## src/rtl/piso_frame_tx.sv

```systemverilog
`default_nettype none
// ============================================================================
// Module      : piso_frame_tx
// Description : Parallel-in, serial-out frame transmitter. Accepts a word on
//               a valid/ready handshake and emits start bit, data bits,
//               optional parity bit and stop bit, each held for CLK_DIV
//               clocks. so_valid strobes once per data bit for the
//               downstream serial-in shifter.
// Revision    : 1.0 - initial release
// ============================================================================
module piso_frame_tx #(
    parameter int WIDTH      = 8,
    parameter int CLK_DIV    = 4,
    parameter int MSB_FIRST  = 0,
    parameter int PARITY_EN  = 1,
    parameter int PARITY_ODD = 0
) (
    input  logic             clk,
    input  logic             rst,
    input  logic [WIDTH-1:0] din,
    input  logic             din_valid,
    output logic             din_ready,
    output logic             so,
    output logic             so_valid,
    output logic             busy,
    output logic             frame_done
);

    // Counter widths never drop below one bit so CLK_DIV=1 / WIDTH=1 still work
    localparam int DIV_W = (CLK_DIV > 1) ? $clog2(CLK_DIV) : 1;
    localparam int BIT_W = (WIDTH > 1) ? $clog2(WIDTH) : 1;
    localparam logic [DIV_W-1:0] c_div_last = DIV_W'(CLK_DIV - 1);
    localparam logic [BIT_W-1:0] c_bit_last = BIT_W'(WIDTH - 1);

    typedef enum logic [2:0] {
        S_IDLE   = 3'd0,
        S_START  = 3'd1,
        S_DATA   = 3'd2,
        S_PARITY = 3'd3,
        S_STOP   = 3'd4
    } state_t;

    state_t             r_state;
    state_t             w_state_nxt;
    logic [DIV_W-1:0]   r_div_cnt;
    logic [BIT_W-1:0]   r_bit_cnt;
    logic [WIDTH-1:0]   r_shift;
    logic               r_par;

    logic               w_div_last;
    logic               w_xfer;
    logic               w_data_bit;

    assign w_div_last = (r_div_cnt == c_div_last);
    assign w_xfer     = din_valid && din_ready;
    // The bit currently presented always sits at the outgoing end of the shifter
    assign w_data_bit = (MSB_FIRST != 0) ? r_shift[WIDTH-1] : r_shift[0];

    // State register
    always_ff @(posedge clk) begin
        if (rst) begin
            r_state <= S_IDLE;
        end else begin
            r_state <= w_state_nxt;
        end
    end

    // Next-state logic and outputs decoded from registered state
    always_comb begin
        w_state_nxt = r_state;
        so          = 1'b1;
        so_valid    = 1'b0;
        busy        = 1'b1;
        frame_done  = 1'b0;
        din_ready   = 1'b0;
        case (r_state)
            S_IDLE: begin
                busy      = 1'b0;
                din_ready = 1'b1;
                if (din_valid) begin
                    w_state_nxt = S_START;
                end
            end
            S_START: begin
                so = 1'b0;
                if (w_div_last) begin
                    w_state_nxt = S_DATA;
                end
            end
            S_DATA: begin
                so       = w_data_bit;
                so_valid = w_div_last;
                if (w_div_last && (r_bit_cnt == c_bit_last)) begin
                    w_state_nxt = (PARITY_EN != 0) ? S_PARITY : S_STOP;
                end
            end
            S_PARITY: begin
                so = r_par;
                if (w_div_last) begin
                    w_state_nxt = S_STOP;
                end
            end
            S_STOP: begin
                frame_done = w_div_last;
                din_ready  = w_div_last;
                if (w_div_last) begin
                    // A word accepted in the last stop clock starts with no idle gap
                    w_state_nxt = din_valid ? S_START : S_IDLE;
                end
            end
            default: begin
                w_state_nxt = S_IDLE;
            end
        endcase
    end

    // Datapath: word latch, parity, bit-period divider and data-bit counter
    always_ff @(posedge clk) begin
        if (rst) begin
            r_div_cnt <= '0;
            r_bit_cnt <= '0;
            r_shift   <= '0;
            r_par     <= 1'b0;
        end else if (w_xfer) begin
            r_shift   <= din;
            r_par     <= (^din) ^ (PARITY_ODD != 0);
            r_div_cnt <= '0;
            r_bit_cnt <= '0;
        end else if (r_state != S_IDLE) begin
            if (w_div_last) begin
                r_div_cnt <= '0;
                if (r_state == S_DATA) begin
                    r_shift   <= (MSB_FIRST != 0) ? (r_shift << 1) : (r_shift >> 1);
                    r_bit_cnt <= (r_bit_cnt == c_bit_last) ? '0 : r_bit_cnt + BIT_W'(1);
                end
            end else begin
                r_div_cnt <= r_div_cnt + DIV_W'(1);
            end
        end
    end

endmodule
`default_nettype wire

```

## config.mk

```make
export PLATFORM = sky130hd
export DESIGN_NAME = piso_frame_tx
export DESIGN_NICKNAME = d
export VERILOG_FILES = /design/src/rtl/piso_frame_tx.sv
export SDC_FILE = /design/constraint.sdc
export NUM_CORES = 1
export LEC_CHECK = 0
export CAP_MARGIN = 20
export CORE_MARGIN = 2
export CORE_UTILIZATION = 50
export DETAILED_ROUTE_END_ITERATION = 7
export PLACE_DENSITY = 0.76
export RECOVER_POWER = 25
export SYNTH_ARGS = -nofsm -noshare
export SYNTH_HDL_FRONTEND = slang
export SYNTH_SLANG_ARGS = --single-unit
```

## constraint.sdc

```tcl
create_clock -name clk -period 5.1 [get_ports clk]
set_input_delay 1.02 -clock clk [delete_from_list [all_inputs] [get_ports clk]]
set_output_delay 1.02 -clock clk [all_outputs]
set_load 0.01 [all_outputs]
```

After elaboration in Yosys (flattened, before gate mapping):

Cells that the tools add are included.

* word-level logic and storage cells: 48
* output and inout port bits: 5
* flip-flop bits (word level): 17

* reductions and logical operators: 12
* $add $sub $neg: 2
* multiplexer cells: 18
* eq/ne operators: 11

Operators with widths (number)
* $mux W8: 4
* $mux W3: 6
* $pmux W3 S5: 1
* $ne A2 B2 Y1 const B: 5
* $reduce_xor A8 Y1: 1
* $eq A3 B2 Y1 const B: 2
* $eq A3 B3 Y1 const B: 2
* $reduce_and A3 Y1: 2
* $reduce_bool A2 Y1: 3
* $reduce_and A5 Y1: 1
* $mux W1: 4
* $add A3 B1 Y3 const B: 1
* $eq A3 B1 Y1 const B: 1
* $logic_not A3 Y1: 1
* $pmux W1 S3: 1
* $reduce_bool A3 Y1: 1
* $add A2 B1 Y2 const B: 1
* $eq A2 B2 Y1 const B: 1
* $logic_and A1 B1 Y1: 2
* $mux W2: 1
* $pmux W1 S2: 1
* $reduce_or A2 Y1: 1

Depth between registers and ports, before layout:

Gate-level depths: netlist of the first run.

* depth after elaboration: 5
* gate-level depth with buffers: 7
* gate-level depth less buffers: 6

Worst setup path after synthesis of the first run:

OpenSTA, ideal clock, no wires.

* kind: reg2out
* start: register r_div_cnt[0]
* end: output port so_valid
* data arrival time: 1.067 ns
* stages on the path, launching flop included: 5
* path slack: 3.013 ns
* path through: dfxtp_1 -> ha_1 -> buf_2 -> nand2_1 -> nor3_2

* longest elaborated chain between the ends: 2

RTL lines
* start: declaration: line 45 `logic [DIV_W-1:0] r_div_cnt;`
* start signal: assignment: line 137 `r_div_cnt <= r_div_cnt + DIV_W'(1);`
* $eq A2 B2 Y1: line 54 `assign w_div_last = (r_div_cnt == c_div_last);`
* $mux W1: line 76 `case (r_state)`
* end: declaration: line 24 `output logic so_valid,`

Every way passes these cells.

Worst setup path in the final report of the first run:

* start: register r_state[0]
* end: output port so

* longest elaborated chain between the ends: 2
* elaborated cells between the ends (all ways): 4
* those cells by class: 3 x eq/ne; 1 x mux

RTL lines
* start: declaration: line 43 `state_t r_state;`
* start signal: assignment: line 64 `r_state <= w_state_nxt;`
* $eq A3 B2 Y1 / $eq A3 B1 Y1 (equally long branches): line 76
* $pmux W1 S3 *: line 76
* end: declaration: line 23 `output logic so,`

Mark *: on every way between the ends. The rest lies on a longest branch, timed or not.

==> results by group, run 1 <==
Routing
  • DRT iter0 DRCs: 18
  • Via count: 777
  • DR WL/cell: 12.9 um
  • Pre-antenna DRT Iters: 4
  • Antenna-violating nets left: 0
  • Vias per cell: 5.59
  • Drt drc: 0
  • Routed WL: 1800 um

Yosys
  • Cell area after synthesis: 977 um2
  • Yosys Warn Count: 0
  • Seq cells post-synth: 17
  • Number of flops mapped to enable cells by yosys: 0
  • Post-Syn Nets: 118
  • Top cells by area, synth: dfxtp_1 35%, mux2i_1 12%, a311oi_1 6.3%
  • Async SR Flop Fraction: 0%
  • Library cells used by synthesis: 32
  • Synth top area share: 34.8%
  • Avg Cell Area, Syn: 9.40 um2
  • Sequential share of the synthesized area: 34.8%
  • Ys flop type: dfxtp_1
  • Mapped Cells: 104
  • Synth area leader: dfxtp_1

Run status
  • Status: finished, final reports clean

Setup path
  • Reg-to-reg setup timing slack: 2900 ps
  • CP required: 4080 ps
  • Worst setup EP type: output pin
  • CP startpoint kind: flip-flop
  • WP data arrival: 2170 ps
  • Maximum fanout along the worst path: 18
  • Crit Path Class: flip-flop to output pin

Placed design
  • Placed Cells incl. Taps: 135
  • Dpl hpwl: 1290 um
  • Gpl congestion: 0.706
  • Buffers on Ports: 15

Clock tree
  • Clock slew at reported path FFs: 100 ps
  • CTS tree: yes
  • CTS resizes: 0
  • Clk Latency, worst-skew pair: 280 ps
  • H-tree levels: 1
  • Clock sink count: 17
  • Total CTS buffers: 3
  • Post-CTS Setup Bufs: 0
  • Root cell of the clock tree: clkbuf_4
  • Max Root-Sink Buffers: 2
  • Hold buffers post-CTS: 0

Timing
  • Worst Skew: 0.797 ps
  • Tightest Pin Transition: 978 ps
  • Worst rel slew slack: 34.7%
  • Tcrit/Tclk final: 62.6%
  • Slew Viols, Final: 0
  • Fmax: 313 MHz
  • Final TNS setup: 0 ps
  • Final Hold Fails: 0
  • Final Setup Violations: 0
  • Worst hold slack: 507 ps
  • RSZ-0062 raised after global routing: false
  • Post-layout min period: 3190 ps

Die
  • Die X-Extent: 48.2 um
  • I/O pin count: 16
  • Die area: 2320 um2
  • Die Height: 48.2 um
  • Core Rows: 15
  • Total core area: 1780 um2
  • Initial core utilization: 54.8%

Power
  • Sw power: 0.0000761 W
  • P_leak: 0.411 nW
  • Switching share of power: 27.3%
  • Pwr dens: 249 nW/um2
  • Combinational share of power: 21.1%
  • Cell Int Power: 0.000202 W
  • Peak supply drop: 0.000133 V
  • Clock share of power: 25.9%
  • Seq pwr share: 53.0%

Layout
  • NumNets Final: 129
  • Inserted Diodes: 0
  • Layout cell share with drive strength beyond 1: 6.14%
  • Area Growth Syn to Fin: 14.5%
  • Final std cells w/o fill: 139

GRT
  • GRT Residual Overflow: 0
  • First-pass GRT wire length: 3000 um
  • Vias in the first global route: 696
  • Pin count of the biggest net entering global routing: 19
  • Tot GR Track Use: 18.9%
  • Initial antenna violation count: 0

Hold path
  • Hold WC Path Type: flip-flop to flip-flop

Run
  • Max-capacitance violation count: 0
-- critical path, stage by stage (launching register included) --
cell and delay [ps]:
dfxtp_1 550, clkinv_1 490, a21oi_1 260, o21bai_1 100, clkdlybuf4s50_1 480
-- layout make-up --
class                           count  area (um2)
Sequential cell                    17         340
Inverter                            3        11.3
Timing Repair Buffer               15         150
Clock buffer                        4        26.3
Tap cell                           25        31.3
Multi-Input combinational cell     75         559
Fill cell                         164         664
-- state kept, by name, indices dropped and copies added, names as in the netlist --
register	flops
r_bit_cnt	3
r_par	1
r_state	3
r_shift	8
r_div_cnt	2
-- cell usage after synthesis (3+ instances only) --
| master | number |
|---|---|
| a21oi_1 | 12 |
| ha_1 | 3 |
| a311oi_1 | 7 |
| nor2_1 | 4 |
| xnor2_1 | 7 |
| mux2i_1 | 12 |
| nor3_1 | 8 |
| nand2_1 | 4 |
| buf_6 | 3 |
| dfxtp_1 | 17 |
-- power groups by stage --
stage               registers (W)   logic, W  clock network (W)
floorplan                0.000147  0.0000451                  0
detailed placement       0.000151  0.0000592                  0
global route             0.000149  0.0000654          0.0000807
global placement         0.000150  0.0000578                  0
CTS                      0.000148  0.0000592          0.0000735
finish                   0.000148  0.0000588          0.0000721
-- worst paths after layout --
check,start,end,cells after the start
setup reg to reg,r_div_cnt[0],r_shift[4],5
hold / removal,r_par,r_par,2
hold reg to reg,r_par,r_par,2
setup / recovery,r_state[0],so,4
-- per-stage QoR --
step / setup slack (ps) / area [um2] / power, W / util (%)
3_5_place_dp: 2080 / 1090 / 0.000210 / 61.3
2_1_floorplan: 3010 / 977 / 0.000192 / -
6_report: 1910 / 1120 / 0.000279 / 62.7
3_3_place_gp: 2130 / 1090 / 0.000208 / 61.3
5_1_grt: 1740 / 1120 / 0.000295 / 62.7
4_1_cts: 1890 / 1120 / 0.000280 / 62.7
-- cell families (layout without fill, tap and decap cells) --
kind of cell | Yosys count | count (layout) | synth area share [%]
AOI/OAI and AO/OA | 24 | 24 | 15.9
xor gates and xnor gates | 8 | 8 | 7.17
adders and majority gates | 3 | 3 | 3.84
buffers and inverters | 12 | 22 | 7.94
DFF | 17 | 17 | 34.8
muxes | 12 | 12 | 12.3
and+or+nand+nor | 28 | 28 | 18.1
-- layer usage --
| metal | part of all wire [%] | track usage [%] |
|---|---|---|
| met1 | 45 | 23.3 |
| met3 | 5.0 | 4.44 |
| met5 | 0 | 0 |
| met2 | 49 | 31.3 |
| met4 | 0.67 | 8.11 |
-- layout by cell type, fill, tap and decap left out, drive strengths merged --
master / Yosys / routed
dfxtp: 17 / 17
clkdlybuf4s50: 0 / 14
a21oi: 12 / 12
mux2i: 12 / 12
nor3: 9 / 9
xnor2: 7 / 7
a311oi: 7 / 7
nor2: 4 / 4
nand2: 4 / 4
clkbuf: 1 / 4
ha: 3 / 3
o21bai: 2 / 2
inv: 2 / 2
or3: 2 / 2
nor2b: 2 / 2
and3: 1 / 1
clkinv: 1 / 1
nor3b: 1 / 1
nor4: 1 / 1
a211oi: 1 / 1
and3b: 1 / 1
nand2b: 1 / 1
nand3: 1 / 1
o21ai: 1 / 1
xor2: 1 / 1
a31oi: 1 / 1
or3b: 1 / 1
dlygate4sd3: 0 / 1
(Power assumes the default switching activity.)
==> run 2, diff against run 1 <==
--- a/config.mk
+++ b/config.mk
@@ -7,9 +7,9 @@
 export LEC_CHECK = 0
 export CAP_MARGIN = 20
 export CORE_MARGIN = 2
-export CORE_UTILIZATION = 50
+export CORE_UTILIZATION = 46
 export DETAILED_ROUTE_END_ITERATION = 7
-export PLACE_DENSITY = 0.76
+export PLACE_DENSITY = 0.73
 export RECOVER_POWER = 25
 export SYNTH_ARGS = -nofsm -noshare
 export SYNTH_HDL_FRONTEND = slang
==> constraint.sdc (replaced) <==
create_clock -name clk -period 2.7 [get_ports clk]
set_input_delay 0.54 -clock clk [delete_from_list [all_inputs] [get_ports clk]]
set_output_delay 0.54 -clock clk [all_outputs]
set_load 0.01 [all_outputs]
==> results by group, run 2 (synthesis gave the netlist of run 1 again) <==
Clock tree
  • Total CTS buffers: 3 (unchanged)
  • Root cell of the clock tree: clkbuf_4
  • Hold buffers post-CTS: 0 (unchanged)
  • CTS tree: yes
  • Clock sink count: 17 (unchanged)
  • Clk Latency, worst-skew pair: 290 ps (about the same)
  • H-tree levels: 1 (unchanged)
  • Clock slew at reported path FFs: 110 ps (about the same)
  • CTS resizes: 0 (unchanged)
  • Post-CTS Setup Bufs: 0 (unchanged)
  • Max Root-Sink Buffers: 2 (unchanged)

Timing
  • Slew Viols, Final: 0 (unchanged)
  • Final Hold Fails: 0 (unchanged)
  • Final TNS setup: 0 ps (unchanged)
  • Tightest Pin Transition: 956 ps (-22.1 ps)
  • RSZ-0062 raised after global routing: false
  • Worst Skew: 3.22 ps (+2.42 ps)
  • Setup ws final: 261 ps (-1650 ps)
  • Fmax: 410 MHz
  • Worst rel slew slack: 36.1% (+1.5 points)
  • Tcrit/Tclk final: 90.3%
  • Final Setup Violations: 0 (unchanged)
  • Post-layout min period: 2440 ps
  • Worst hold slack: 503 ps (-4.68 ps)

Die
  • I/O pin count: 16 (unchanged)
  • Die Height: 50.1 um (+3.9%)
  • Total core area: 1980 um2 (+11%)
  • Initial core utilization: 49.3% (-5.5 points)
  • Core Rows: 16 (+1)
  • Die X-Extent: 50.1 um (+3.9%)
  • Die area: 2510 um2 (+8.0%)

Placed design
  • Gpl congestion: 0.755 (+7.0%)
  • Dpl hpwl: 1330 um (+3.2%)
  • Placed Cells incl. Taps: 140 (+3.7%)
  • Buffers on Ports: 15 (unchanged)
  • Setup slack at placement: 198 ps (-1890 ps)

Power
  • Tot Pwr: 0.000533 W (+91%)
  • Pwr dens: 469 nW/um2 (+88%)
  • P_leak: 0.421 nW (+2.6%)
  • Peak supply drop: 0.000350 V (+160%)

Layout
  • Number of filler instances in the final layout: 186 (+13%)
  • NumNets Final: 132 (+2.3%)
  • Layout cell share with drive strength beyond 1: 7.69% (+1.6 points)
  • Register with the most flip-flops: r_shift
  • Final std cells w/o fill: 144 (+3.6%)
  • Inserted Diodes: 0 (unchanged)
  • Area Growth Syn to Fin: 16.4%
  • Most frequent cells in the layout: 17 x dfxtp_1, 14 x clkdlybuf4s50_1, 12 x a21oi_1, 12 x mux2i_1, 8 x nor3_1
  • Number of flip-flops in the largest register: 8 (unchanged)
  • Most common cell after layout, fill and taps aside: dfxtp_1
  • Top Registers: r_shift (8), r_bit_cnt (3), r_state (3)

Routing
  • DR WL/cell: 13.3 um (+2.8%)
  • Routed WL: 1920 um (+6.5%)
  • Antenna-violating nets left: 0 (unchanged)
  • DRT iter0 DRCs: 9 (-9)
  • Pre-antenna DRT Iters: 4 (unchanged)
  • Drt drc: 0 (unchanged)
  • Vias per cell: 5.58 (-0.24%)
  • Via count: 803 (+3.3%)

Setup path
  • R2R Path End: r_shift[5]
  • CP required: 2160 ps (-1920 ps)
  • R2r worst-path depth: 6 (+1)
  • CP Capture Point: so_valid
  • Maximum fanout along the worst path: 9 (-9)
  • Reg-to-reg setup timing slack: 510 ps (-2390 ps)
  • Crit Path Class: flip-flop to output pin
  • Setup crit start: r_div_cnt[0]
  • Worst setup EP type: output pin
  • WP data arrival: 1900 ps (-270 ps)
  • CP startpoint kind: flip-flop
  • Worst r2r src: r_div_cnt[0]

Run
  • Max-capacitance violation count: 0 (unchanged)

GRT
  • First-pass GRT wire length: 3240 um (+8.1%)
  • Pin count of the biggest net entering global routing: 18 (-1)
  • Initial antenna violation count: 0 (unchanged)
  • Vias in the first global route: 777 (+12%)
  • Tot GR Track Use: 16.9% (-2.0 points)
  • GRT Residual Overflow: 0 (unchanged)

Run status
  • Status: finished, final reports clean

Hold path
  • Hold Path Depth: 2 (unchanged)
  • Hold WC Path Type: flip-flop to flip-flop
## run 2: changes by cell type in the layout (fill, tap and decap cells not counted)
cell	delta
clkinv_2	+1
clkbuf_1	+1
buf_4	+1
## run 2: where the power goes
part / total, W / internal, W / switching (W)
combinational: 0.000114 / 0.0000592 / 0.0000549
sequential: 0.000278 / 0.000267 / 0.0000117
clock: 0.000140 / 0.0000551 / 0.0000852
total: 0.000533 / 0.000381 / 0.000152
## run 2: worst min-delay path by stage
stage          slack [ps]        from         end
2_1_floorplan         480       r_par       r_par
3_3_place_gp          490       r_par       r_par
3_5_place_dp          490       r_par       r_par
4_1_cts               510       r_par       r_par
5_1_grt               570  r_shift[4]  r_shift[4]
6_report              500       r_par       r_par
## run 2: metal layers
metal  global-route usage (%)  up-vias  routed length [um]
li1                         -      405                   -
met1                     19.8      380                 911
met2                     29.4       16                 920
met3                     5.45        2                  71
met4                     4.17        0                  12
met5                        0        -                   0
## run 2: cell type report
| class | count | area, um2 | area share [%] |
|---|---|---|---|
| Multi-Input combinational cell | 75 | 559 | 49.2 |
| Sequential cell | 17 | 340 | 29.9 |
| Timing Repair Buffer | 18 | 165 | 14.5 |
| Tap cell | 27 | 33.8 | 2.97 |
| Clock buffer | 3 | 22.5 | 1.98 |
| Inverter | 3 | 11.3 | 0.990 |
| Clock inverter | 1 | 5.00 | 0.440 |
## run 2: worst max-delay path, cell delays in order (launching register included)
cell and delay (ps):
dfxtp_1 370, ha_1 370, nand2_1 140, nor3_2 170, clkdlybuf4s50_1 560
## run 2: metrics by stage
stage | util, % | instance area (um2)
2_1_floorplan | - | 977
3_3_place_gp | 56.4 | 1120
3_5_place_dp | 56.4 | 1120
4_1_cts | 57.8 | 1140
5_1_grt | 57.4 | 1140
6_report | 57.4 | 1140
==> run 3, diff against run 2 <==
--- a/config.mk
+++ b/config.mk
@@ -6,11 +6,12 @@
 export NUM_CORES = 1
 export LEC_CHECK = 0
 export CAP_MARGIN = 20
-export CORE_MARGIN = 2
+export CORE_MARGIN = 4
 export CORE_UTILIZATION = 46
 export DETAILED_ROUTE_END_ITERATION = 7
+export HOLD_SLACK_MARGIN = 0.1
 export PLACE_DENSITY = 0.73
-export RECOVER_POWER = 25
+export RECOVER_POWER = 100
 export SYNTH_ARGS = -nofsm -noshare
 export SYNTH_HDL_FRONTEND = slang
 export SYNTH_SLANG_ARGS = --single-unit
==> results by group, run 3 (synthesis gave the netlist of run 1 again) <==
Timing
  • RSZ-0062 raised after global routing: false
  • Slew Viols, Final: 0 (unchanged)
  • Worst hold slack: 508 ps (+4.99 ps)
  • Fmax: 408 MHz (-0.58%)
  • Tcrit/Tclk final: 90.9% (+0.53 points)
  • Final TNS setup: 0 ps (unchanged)
  • Final Hold Fails: 0 (unchanged)
  • Final Setup Violations: 0 (unchanged)
  • Worst rel slew slack: 38.3% (+2.2 points)
  • Post-layout min period: 2450 ps (+14.3 ps)
  • Tightest Pin Transition: 923 ps (-32.9 ps)
  • Worst Skew: 11.1 ps (+7.92 ps)

Routing
  • Drt drc: 0 (unchanged)
  • Antenna-violating nets left: 0 (unchanged)
  • DRT iter0 DRCs: 3 (-6)
  • Routed WL: 1890 um (-1.4%)
  • DR WL/cell: 13.1 um (-1.4%)
  • Via count: 802 (-0.12%)
  • Vias per cell: 5.57 (-0.12%)
  • Pre-antenna DRT Iters: 4 (unchanged)

Power
  • P_leak: 0.422 nW (about the same)
  • Combinational share of power: 21.3% (about the same)
  • Peak supply drop: 0.000401 V (+14%)
  • Clock share of power: 25.8% (-0.5 points)
  • Pwr dens: 463 nW/um2 (-1.2%)
  • Cell Int Power: 0.000381 W (about the same)
  • Sw power: 0.000145 W (-4.7%)
  • Seq pwr share: 52.9% (+0.6 points)
  • Switching share of power: 27.5% (-1.0 points)

Layout
  • NumNets Final: 132 (unchanged)
  • Most frequent cells in the layout: 17 x dfxtp_1, 12 x a21oi_1, 12 x mux2i_1
  • Inserted Diodes: 0 (unchanged)
  • Top Registers: r_shift (8), r_bit_cnt (3), r_state (3)
  • Area Growth Syn to Fin: 16.3%
  • Number of flip-flops in the largest register: 8 (unchanged)
  • Layout cell share with drive strength beyond 1: 6.84% (-0.85 points)
  • Most common cell after layout, fill and taps aside: dfxtp_1
  • Register with the most flip-flops: r_shift

Die
  • Die Height: 54.1 um (+8.0%)
  • Die area: 2930 um2 (+17%)
  • I/O pin count: 16 (unchanged)
  • Total core area: 1980 um2 (unchanged)
  • Core Rows: 16 (unchanged)
  • Initial core utilization: 49.3% (unchanged)
  • Die X-Extent: 54.1 um (+8.0%)

GRT
  • GRT Residual Overflow: 0 (unchanged)
  • Pin count of the biggest net entering global routing: 18 (unchanged)
  • First-pass GRT wire length: 3240 um (-0.22%)
  • Vias in the first global route: 721 (-7.2%)
  • Initial antenna violation count: 0 (unchanged)
  • Tot GR Track Use: 15.5% (-1.4 points)

Clock tree
  • Clk Latency, worst-skew pair: 290 ps (about the same)
  • Max Root-Sink Buffers: 2 (unchanged)
  • CTS tree: yes
  • H-tree levels: 1 (unchanged)
  • Clock slew at reported path FFs: 100 ps (about the same)
  • Total CTS buffers: 3 (unchanged)
  • Root cell of the clock tree: clkbuf_4
  • Post-CTS Setup Bufs: 0 (unchanged)
  • Clock sink count: 17 (unchanged)
  • Hold buffers post-CTS: 0 (unchanged)
  • CTS resizes: 0 (unchanged)

Placed design
  • Buffers on Ports: 15 (unchanged)
  • Dpl hpwl: 1360 um (+2.4%)
  • Gpl congestion: 0.692 (-8.4%)

Setup path
  • R2r worst-path depth: 6 (unchanged)
  • CP startpoint kind: flip-flop
  • Slowest-stage cell, CP: dlygate4sd3_1
  • Maximum fanout along the worst path: 12 (+3)
  • Crit-path cells: nor3_1 > inv_1 > dlygate4sd3_1
  • Worst setup EP type: output pin
  • Family with the most delay on the worst path: buffers and inverters
  • Worst path bufs/invs: 2 (+1)
  • WP data arrival: 1910 ps (about the same)
  • Cell count along the critical path: 3 (-1)
  • Crit Path Class: flip-flop to output pin
  • CP required: 2160 ps (about the same)
  • Slowest cell delay on critical path: 610 ps (+50 ps)

Hold path
  • Hold Path Depth: 2 (unchanged)
  • Hold WC Path Type: flip-flop to flip-flop

Run
  • Max-capacitance violation count: 0 (unchanged)

Run status
  • Status: finished, final reports clean
[run 3: cell type report]
type	instances	area, um2
clock buffer	4	26.3
fill	179	846
tap	27	33.8
inverter	3	11.3
multi-input combinational	75	559
timing repair buffer	18	165
sequential	17	340
[run 3: worst paths after layout]
check,startpoint,to,slack (ps)
setup / recovery,r_state[1],busy,250
hold / removal,r_par,r_par,510
setup reg to reg,r_div_cnt[0],r_shift[1],530
hold reg to reg,r_par,r_par,510
[run 3: per-stage QoR]
| step | cells | power (W) | utilization [%] | worst slack [ps] | area (um2) |
|---|---|---|---|---|---|
| after global placement | 140 | 0.000397 | 56.4 | 361 | 1120 |
| after CTS | 144 | 0.000534 | 57.7 | 249 | 1140 |
| final | 144 | 0.000526 | 57.3 | 246 | 1140 |
| after floorplan | 104 | 0.000363 | - | 1090 | 977 |
| after detailed placement | 140 | 0.000401 | 56.4 | 289 | 1120 |
| after global routing | 144 | 0.000555 | 57.3 | 82.8 | 1140 |
[run 3: layer usage]
metal | wire length, um | global-route usage, % | vias to the layer above
met2 | 876 | 24.2 | 10
met5 | 0 | 0 | -
met1 | 923 | 19.7 | 387
li1 | - | - | 403
met3 | 73 | 4.16 | 2
met4 | 17 | 7.47 | 0
[run 3: power by group through the flow]
stage	Clock (W)	Combinational, W	Sequential (W)
global placement	0	0.000113	0.000284
finish	0.000136	0.000112	0.000278
global route	0.000151	0.000124	0.000281
detailed placement	0	0.000117	0.000284
CTS	0.000139	0.000117	0.000279
floorplan	0	0.0000852	0.000278
[run 3: worst register-to-register path: stages, from the launching register on]
cell	delay, ps
dfxtp_1	370
ha_1	370
nor2b_4	90
nor4_4	130
clkbuf_1	680
mux2i_1	180
a311oi_1	280
